===== src/rtl/alu_ctrl_seq.sv =====
// ALU control unit: registered ALUOp/Funct decode plus a mult/div sequencer that stalls upstream.
// Optional macro ALU_CTRL_SHIFT_EN adds sll/srl/sra decodes; without it those Funct codes are illegal.
module alu_ctrl_seq #(
    parameter int DATA_W    = 32,
    parameter int CTRL_W    = 4,
    parameter int MD_CYCLES = DATA_W
) (
    input  logic              clk,
    input  logic              reset,
    input  logic              valid_in,
    input  logic [1:0]        ALUOp,
    input  logic [5:0]        Funct,
    output logic              ready,
    output logic [CTRL_W-1:0] alu_ctrl,
    output logic              ctrl_valid,
    output logic              illegal,
    output logic              md_start,
    output logic [1:0]        md_op,
    output logic              md_done
);

    localparam int CNT_W = $clog2(MD_CYCLES + 1);
    localparam logic [CNT_W-1:0] CNT_LAST = CNT_W'(MD_CYCLES - 1);

    typedef enum logic [0:0] {
        IDLE   = 1'b0,
        MD_RUN = 1'b1
    } state_e;

    // Handshake: a request is taken on a rising edge where valid_in & ready are both high.
    // ready drops for exactly MD_CYCLES cycles after a mult/div is taken; valid_in is ignored then.

    state_e            state_q, state_d;
    logic [CNT_W-1:0]  cnt_q, cnt_d;
    logic [CTRL_W-1:0] alu_ctrl_q, alu_ctrl_d;
    logic [1:0]        md_op_q, md_op_d;
    logic              ctrl_valid_q, ctrl_valid_d;
    logic              illegal_q, illegal_d;
    logic              md_start_q, md_start_d;
    logic              md_done_q, md_done_d;

    logic       accept;
    logic [3:0] dec_op;
    logic       dec_illegal;
    logic       dec_md;

    always_comb begin
        dec_op      = 4'b0000;
        dec_illegal = 1'b0;
        dec_md      = 1'b0;
        case (ALUOp)
            2'b00: dec_op = 4'b0010;
            2'b01: dec_op = 4'b0110;
            2'b10: begin
                case (Funct)
                    6'b100000: dec_op = 4'b0010;
                    6'b100010: dec_op = 4'b0110;
                    6'b100100: dec_op = 4'b0000;
                    6'b100101: dec_op = 4'b0001;
                    6'b101010: dec_op = 4'b0111;
                    6'b100111: dec_op = 4'b1100;
                    6'b011000, 6'b011001,
                    6'b011010, 6'b011011: dec_md = 1'b1;
`ifdef ALU_CTRL_SHIFT_EN
                    6'b000000: dec_op = 4'b1000;
                    6'b000010: dec_op = 4'b1001;
                    6'b000011: dec_op = 4'b1010;
`endif
                    default:   dec_illegal = 1'b1;
                endcase
            end
            default: dec_illegal = 1'b1;
        endcase
    end

    assign accept = valid_in & ready;

    always_comb begin
        state_d      = state_q;
        cnt_d        = cnt_q;
        alu_ctrl_d   = alu_ctrl_q;
        md_op_d      = md_op_q;
        ctrl_valid_d = 1'b0;
        illegal_d    = 1'b0;
        md_start_d   = 1'b0;
        md_done_d    = 1'b0;
        case (state_q)
            IDLE: begin
                if (accept) begin
                    ctrl_valid_d = 1'b1;
                    if (dec_md) begin
                        // alu_ctrl is left alone so the ALU keeps its last setting during mult/div
                        md_start_d = 1'b1;
                        md_op_d    = Funct[1:0];
                        cnt_d      = '0;
                        state_d    = MD_RUN;
                    end else begin
                        alu_ctrl_d = dec_illegal ? '0 : CTRL_W'(dec_op);
                        illegal_d  = dec_illegal;
                    end
                end
            end
            MD_RUN: begin
                if (cnt_q == CNT_LAST) begin
                    md_done_d = 1'b1;
                    cnt_d     = '0;
                    state_d   = IDLE;
                end else begin
                    cnt_d = cnt_q + 1'b1;
                end
            end
            default: state_d = IDLE;
        endcase
    end

    always_ff @(posedge clk) begin
        if (reset) begin
            state_q      <= IDLE;
            cnt_q        <= '0;
            alu_ctrl_q   <= '0;
            md_op_q      <= 2'b00;
            ctrl_valid_q <= 1'b0;
            illegal_q    <= 1'b0;
            md_start_q   <= 1'b0;
            md_done_q    <= 1'b0;
        end else begin
            state_q      <= state_d;
            cnt_q        <= cnt_d;
            alu_ctrl_q   <= alu_ctrl_d;
            md_op_q      <= md_op_d;
            ctrl_valid_q <= ctrl_valid_d;
            illegal_q    <= illegal_d;
            md_start_q   <= md_start_d;
            md_done_q    <= md_done_d;
        end
    end

    assign ready      = (state_q == IDLE);
    assign alu_ctrl   = alu_ctrl_q;
    assign md_op      = md_op_q;
    assign ctrl_valid = ctrl_valid_q;
    assign illegal    = illegal_q;
    assign md_start   = md_start_q;
    assign md_done    = md_done_q;

`ifndef SYNTHESIS
    a_illegal_with_valid: assert property (@(posedge clk) disable iff (reset)
        illegal_q |-> ctrl_valid_q);
    a_start_with_valid: assert property (@(posedge clk) disable iff (reset)
        md_start_q |-> ctrl_valid_q);
    a_cnt_bound: assert property (@(posedge clk) disable iff (reset)
        cnt_q <= CNT_LAST);
    a_start_not_illegal: assert property (@(posedge clk) disable iff (reset)
        md_start_q |-> !illegal_q);
`endif

endmodule


===== config.mk =====
export PLATFORM = sky130hd
export DESIGN_NAME = alu_ctrl_seq
export DESIGN_NICKNAME = d
export VERILOG_FILES = /design/src/rtl/alu_ctrl_seq.sv
export SDC_FILE = /design/constraint.sdc
export NUM_CORES = 1
export LEC_CHECK = 0
export CAP_MARGIN = 20
export CELL_PAD_IN_SITES_DETAIL_PLACEMENT = 1
export CELL_PAD_IN_SITES_GLOBAL_PLACEMENT = 2
export CORE_UTILIZATION = 28
export CTS_BUF_LIST = sky130_fd_sc_hd__clkbuf_8
export DETAILED_ROUTE_END_ITERATION = 10
export GPL_ROUTABILITY_DRIVEN = 0
export PLACE_DENSITY = 0.9
export SETUP_SLACK_MARGIN = 0.3
export SYNTH_ARGS = -nofsm -noshare
export SYNTH_HDL_FRONTEND = slang
export SYNTH_SLANG_ARGS = --single-unit

===== constraint.sdc =====
create_clock -name clk -period 2.1 [get_ports clk]
set_clock_uncertainty 0.15 [all_clocks]
set_input_delay 0.315 -clock clk [delete_from_list [all_inputs] [get_ports clk]]
set_output_delay 0.315 -clock clk [all_outputs]
set_load 0.01 [all_outputs]

Word-level counts from Yosys, hierarchy flattened
Cells that the tools add are included.
{ "totals": {"register_bits": 17, "latchBits": 0, "ram_bits": 0, "mem_bits_ro": 0, "in_bits": 11, "out_inout_bits": 11, "word_cells": 55, "n_memories": 0} }
{ "op_classes": {"n_addsub": 1, "multipliers": 0, "n_div": 0, "magnitude_cmp": 0, "n_eq_ne": 15, "shift": 0, "n_mux": 17, "n_bitwise": 4, "n_reduce_logical": 10} }
{ "op_table": {"columns": ["operator", "n"], "rows": [
  ["6-bit == test (second input constant)", 6],
  ["6-bit by 5-bit == test with 1-bit output (second input constant)", 5],
  ["4-bit case mux with 5 select lines", 1],
  ["6-bit 2-to-1 mux", 3],
  ["4-bit case mux with 3 select lines", 1],
  ["6-bit case mux with 2 select lines", 1],
  ["10-bit OR reduction", 1],
  ["1-bit 2-to-1 mux", 8],
  ["4-bit OR reduction", 2],
  ["6-bit by 1-bit adder with 6-bit output (second input constant)", 1],
  ["3-bit AND reduction", 2],
  ["2-bit OR reduction", 3],
  ["4-bit 2-to-1 mux", 1],
  ["2-bit by 1-bit inequality test with 1-bit output (second input constant)", 2],
  ["1-bit case mux with 2 select lines", 2],
  ["1-bit inverter", 3],
  ["2-bit by 1-bit == test with 1-bit output (second input constant)", 1],
  ["2-bit == test (second input constant)", 1],
  ["2-bit logical NOT", 1],
  ["2-bit AND reduction", 1],
  ["1-bit bitwise AND", 1]
]} }

Longest topological paths before layout
{ "depth": {"depth_word": 7, "ltp_mapped": 5, "depth_no_buf": 5} }

Worst setup path after synthesis
Ideal clock, no wire load.
{ "synth_path": {"path_type": "input-to-reg", "start": "input port Funct[5]", "end": "register cnt_q[5]", "arrival_ns": 1.376, "required_time_ns": 1.880, "path_slack_ns": 0.504, "stages": 4, "n_path_buf": 0, "cell_sequence": "and4bb_4 > a31oi_4 > or4_1 > a21oi_1"} }
{ "synth_between": {"elab_chain_len": 6} }
{ "synth_rtl": {"columns": ["item", "line", "text"], "rows": [
  ["from (decl)", "12", "input logic [5:0] Funct,"],
  ["6-bit by 5-bit == test with 1-bit output", "55", "case (Funct)"],
  ["4-bit OR reduction *", null, null],
  ["1-bit 2-to-1 mux *", "55", null],
  ["1-bit 2-to-1 mux *", "51", "case (ALUOp)"],
  ["2-bit by 1-bit inequality test with 1-bit output (no line) *", null, null],
  ["2-bit AND reduction (no line) *", null, null],
  ["to (signal assigned)", "128", "cnt_q <= cnt_d;"],
  ["to (decl)", "34", "logic [CNT_W-1:0] cnt_q, cnt_d;"]
]} }
Every way passes the cells marked *; elsewhere a longest branch is shown, timed or not.
A chain may end at the register's enable or synchronous reset.

Final worst setup path
{ "layout_path": {"start": "register state_q", "end": "output port ready"} }
{ "layout_between": {"elab_chain_len": 1} }
{ "layout_rtl": {"columns": ["item", "line", "text"], "rows": [
  ["from (decl)", "33", "state_e state_q, state_d;"],
  ["from (signal assigned)", "127", "state_q <= state_d;"],
  ["1-bit inverter (no line)", null, null],
  ["to (decl)", "13", "output logic ready,"]
]} }
Every way passes these cells.

==> results.yml <==
floorplan:
  core_area_mm2: 0.00254
  die_x_um: 54.6
  fp.dieH_um: 54.6
  io_pins: 22
  die-area_mm2: 0.00298
  rows: 18
  initial_utilization_pct: 30.4
worst_setup_path:
  startpoint_type: "flop"
  crit_arrival_ns: 1.29
  critical_path.cell_chain: "inv_1, clkdlybuf4s50_1"
  path_buf_inv: 2
  cpLargestDelayFamily: "buffers and inverters"
  cp_slowest_cell: "clkdlybuf4s50_1"
  critical_path.max_stage_delay_ns: 0.55
  crit_type: "flop to output port"
  crit_path_max_fanout: 6
  endpoint_kind: "output port"
  required_ns: 1.63
timing:
  rsz0062_at_grt: "no"
  worstMarginPinSlew_ns: 0.520
  slew_violations: 0
  fin_crit_sh_pct: 83.7
  min_period_ns: 1.76
  hold_violations: 0
  timing.hold.ws_ns: 0.289
  timing.setup.tns_ns: 0
  setup_viol: 0
  fmax_mhz: 569
  maxSlewHeadroom_pct: 65.2
yosys:
  synth_flop_cell: "dfxtp_1"
  syn_area_per_cell_um2: 8.99
  async_flop_share_pct: 0
  synthTopCellsByCount: "17 x dfxtp_1, 13 x nor2_1, 8 x a21oi_1"
  synth_enable_flop_cells: 0
  yosys.area.top_type_share_pct: 44.0
  netlist_area_um2: 773
  yosysSeqAreaShare_pct: 44.0
  post-synth-top-count-cell: "dfxtp_1"
  synthTopCellsByArea: "dfxtp_1 44%, nor2_1 6.3%, a21oi_1 5.2%"
  ys_ff_latch: 17
  synthesis.instances: 86
  ys_warn_count: 0
  yosysTopAreaCell: "dfxtp_1"
  yosysUniqueCellTypes: 29
  synth_fp_nets: 98
route:
  ant_nets: 0
  wl_mm: 2.23
  routed_via_density: 5.22
  dr_total_vias: 772
  drc_errors: 0
  drt_first_pass_iters: 4
  drt_iter0_markers: 13
  wl_per_cell_um: 15.1
global_routing:
  grt_use_total_pct: 17.1
  overflow: 0
  grt_start_max_net_pins: 15
  first_global_vias: 787
  grt_first_pass_wirelength_mm: 3.53
  antenna_found_initial: 0
cells_and_area:
  fill_cells: 307
  diodes: 0
  drive_above_1_share_pct: 18.6
  nets: 131
  area_growth_pct: 47.4
  final_area_mm2: 0.00114
clock_tree:
  clkSlewWorstSetupHoldPaths_ns: 0.07
  clock_path_buffers: 2
  cts_sinks: 17
  ctsHtreeMaxLevel: 1
  cts_tree: "yes"
  numCtsBuffers: 3
  clock_latency_ns: 0.25
  cts_root_buf: "clkbuf_8"
outcome:
  outcome: "complete, no violations"
flow_run:
  max_cap_viol_count: 0
power_and_ir_drop:
  p_total_uw: 657
  vdd.ir_drop.worst_uv: 318
  power.density_mw_per_mm2: 576
  leakage_uw: 0.000447
placement:
  port_buffers: 21
  place_area_mm2: 0.00107
  dp_hpwl_mm: 1.63
worst_hold_path:
  worst_hold_path_type: "input port to flop"
[cell type report]
cell class                      count  area [um2]  area share [%]
Clock buffer                        3        41.3            3.62
Sequential cell                    17         342            30.0
Inverter                            3        11.3           0.988
Tap cell                           30        37.5            3.29
Multi-Input combinational cell     65         432            37.9
Timing Repair Buffer               29         272            23.8
Clock inverter                      1        5.00           0.439
[sequential cells by signal, summed over array words and instances, names as in the netlist]
name / cells
alu_ctrl: 4
cnt_q: 6
ctrl_valid: 1
state_q: 1
illegal: 1
md_start: 1
md_op: 2
md_done: 1
[worst paths after layout]
kind / cells past startpoint / end / slack (ns) / start
worst min register to register: 2 / alu_ctrl[0] / 0.35 / alu_ctrl[0]
worst min-delay path: 3 / alu_ctrl[2] / 0.29 / ALUOp[0]
worst max register to register: 5 / cnt_q[3] / 0.57 / cnt_q[0]
worst max-delay path: 2 / ready / 0.34 / state_q
[per-stage QoR]
stage | util [%] | worst slack [ns] | cells
2_1_floorplan | - | 0.504 | 86
3_3_place_gp | 42.0 | 0.0904 | 143
3_5_place_dp | 42.0 | 0.00339 | 143
4_1_cts | 44.6 | 0.300 | 148
5_1_grt | 44.8 | 0.313 | 148
6_report | 44.8 | 0.342 | 148
[placed cells by master, fill, tap and decap left out, types with 2 or more instances in the layout]
cell type and instances:
a21oi_1 7, a311oi_1 3, buf_4 8, clkbuf_8 3, clkdlybuf4s50_1 16, dfxtp_1 16
dlygate4sd2_1 3, dlymetal6s2s_1 2, inv_1 3, mux2i_1 3, nand2_1 4, nand2b_1 5
nand3_1 3, nand3b_1 2, nand4_1 3, nor2_1 13, o21ai_0 4, or3_2 2
[kinds of logic after synthesis]
| family | count (synthesis) | share of synthesized area (%) |
|---|---|---|
| adder cells (fa/ha/maj) | 1 | 1.62 |
| multiplexers | 3 | 3.88 |
| flip-flops | 17 | 44.0 |
| AND/OR/NAND/NOR | 41 | 30.4 |
| buffers and inverters | 4 | 1.94 |
| AO/OA/AOI/OAI | 20 | 18.1 |
[worst register-to-register path, delay by kind of cell, from the launching register on]
family                   cells  cell delay (ns)
AO/OA/AOI/OAI                1             0.07
adder cells (fa/ha/maj)      1             0.18
flip-flops                   1             0.38
AND/OR/NAND/NOR              3             0.65
[layer usage]
metal  wire, um  GRT usage [%]  up-vias  share of wire, %
met5          0              0        -                 0
met4         51           9.83        0               2.3
met3         65           3.06        4               2.9
met2       1200           32.1       20                54
met1        910           17.3      368                41
li1           -              -      380                 -
[repair_timing]
action / 4_1_cts / 5_1_grt
hold buffers: 0 / 0
hold endpoints to repair: 0 / 0
resized for setup: 8 / 2
setup endpoints to repair: 2 / 6
gates cloned: 0 / 0
pin swaps: 4 / 3
buffers inserted: 1 / 0
[where the power goes]
group | internal [uW] | total (uW) | switching [uW]
sequential | 327 | 330 | 2.53
combinational | 41.7 | 78.9 | 37.1
clock | 132 | 248 | 116
No activity file was read; power rests on OpenSTA's default activity.
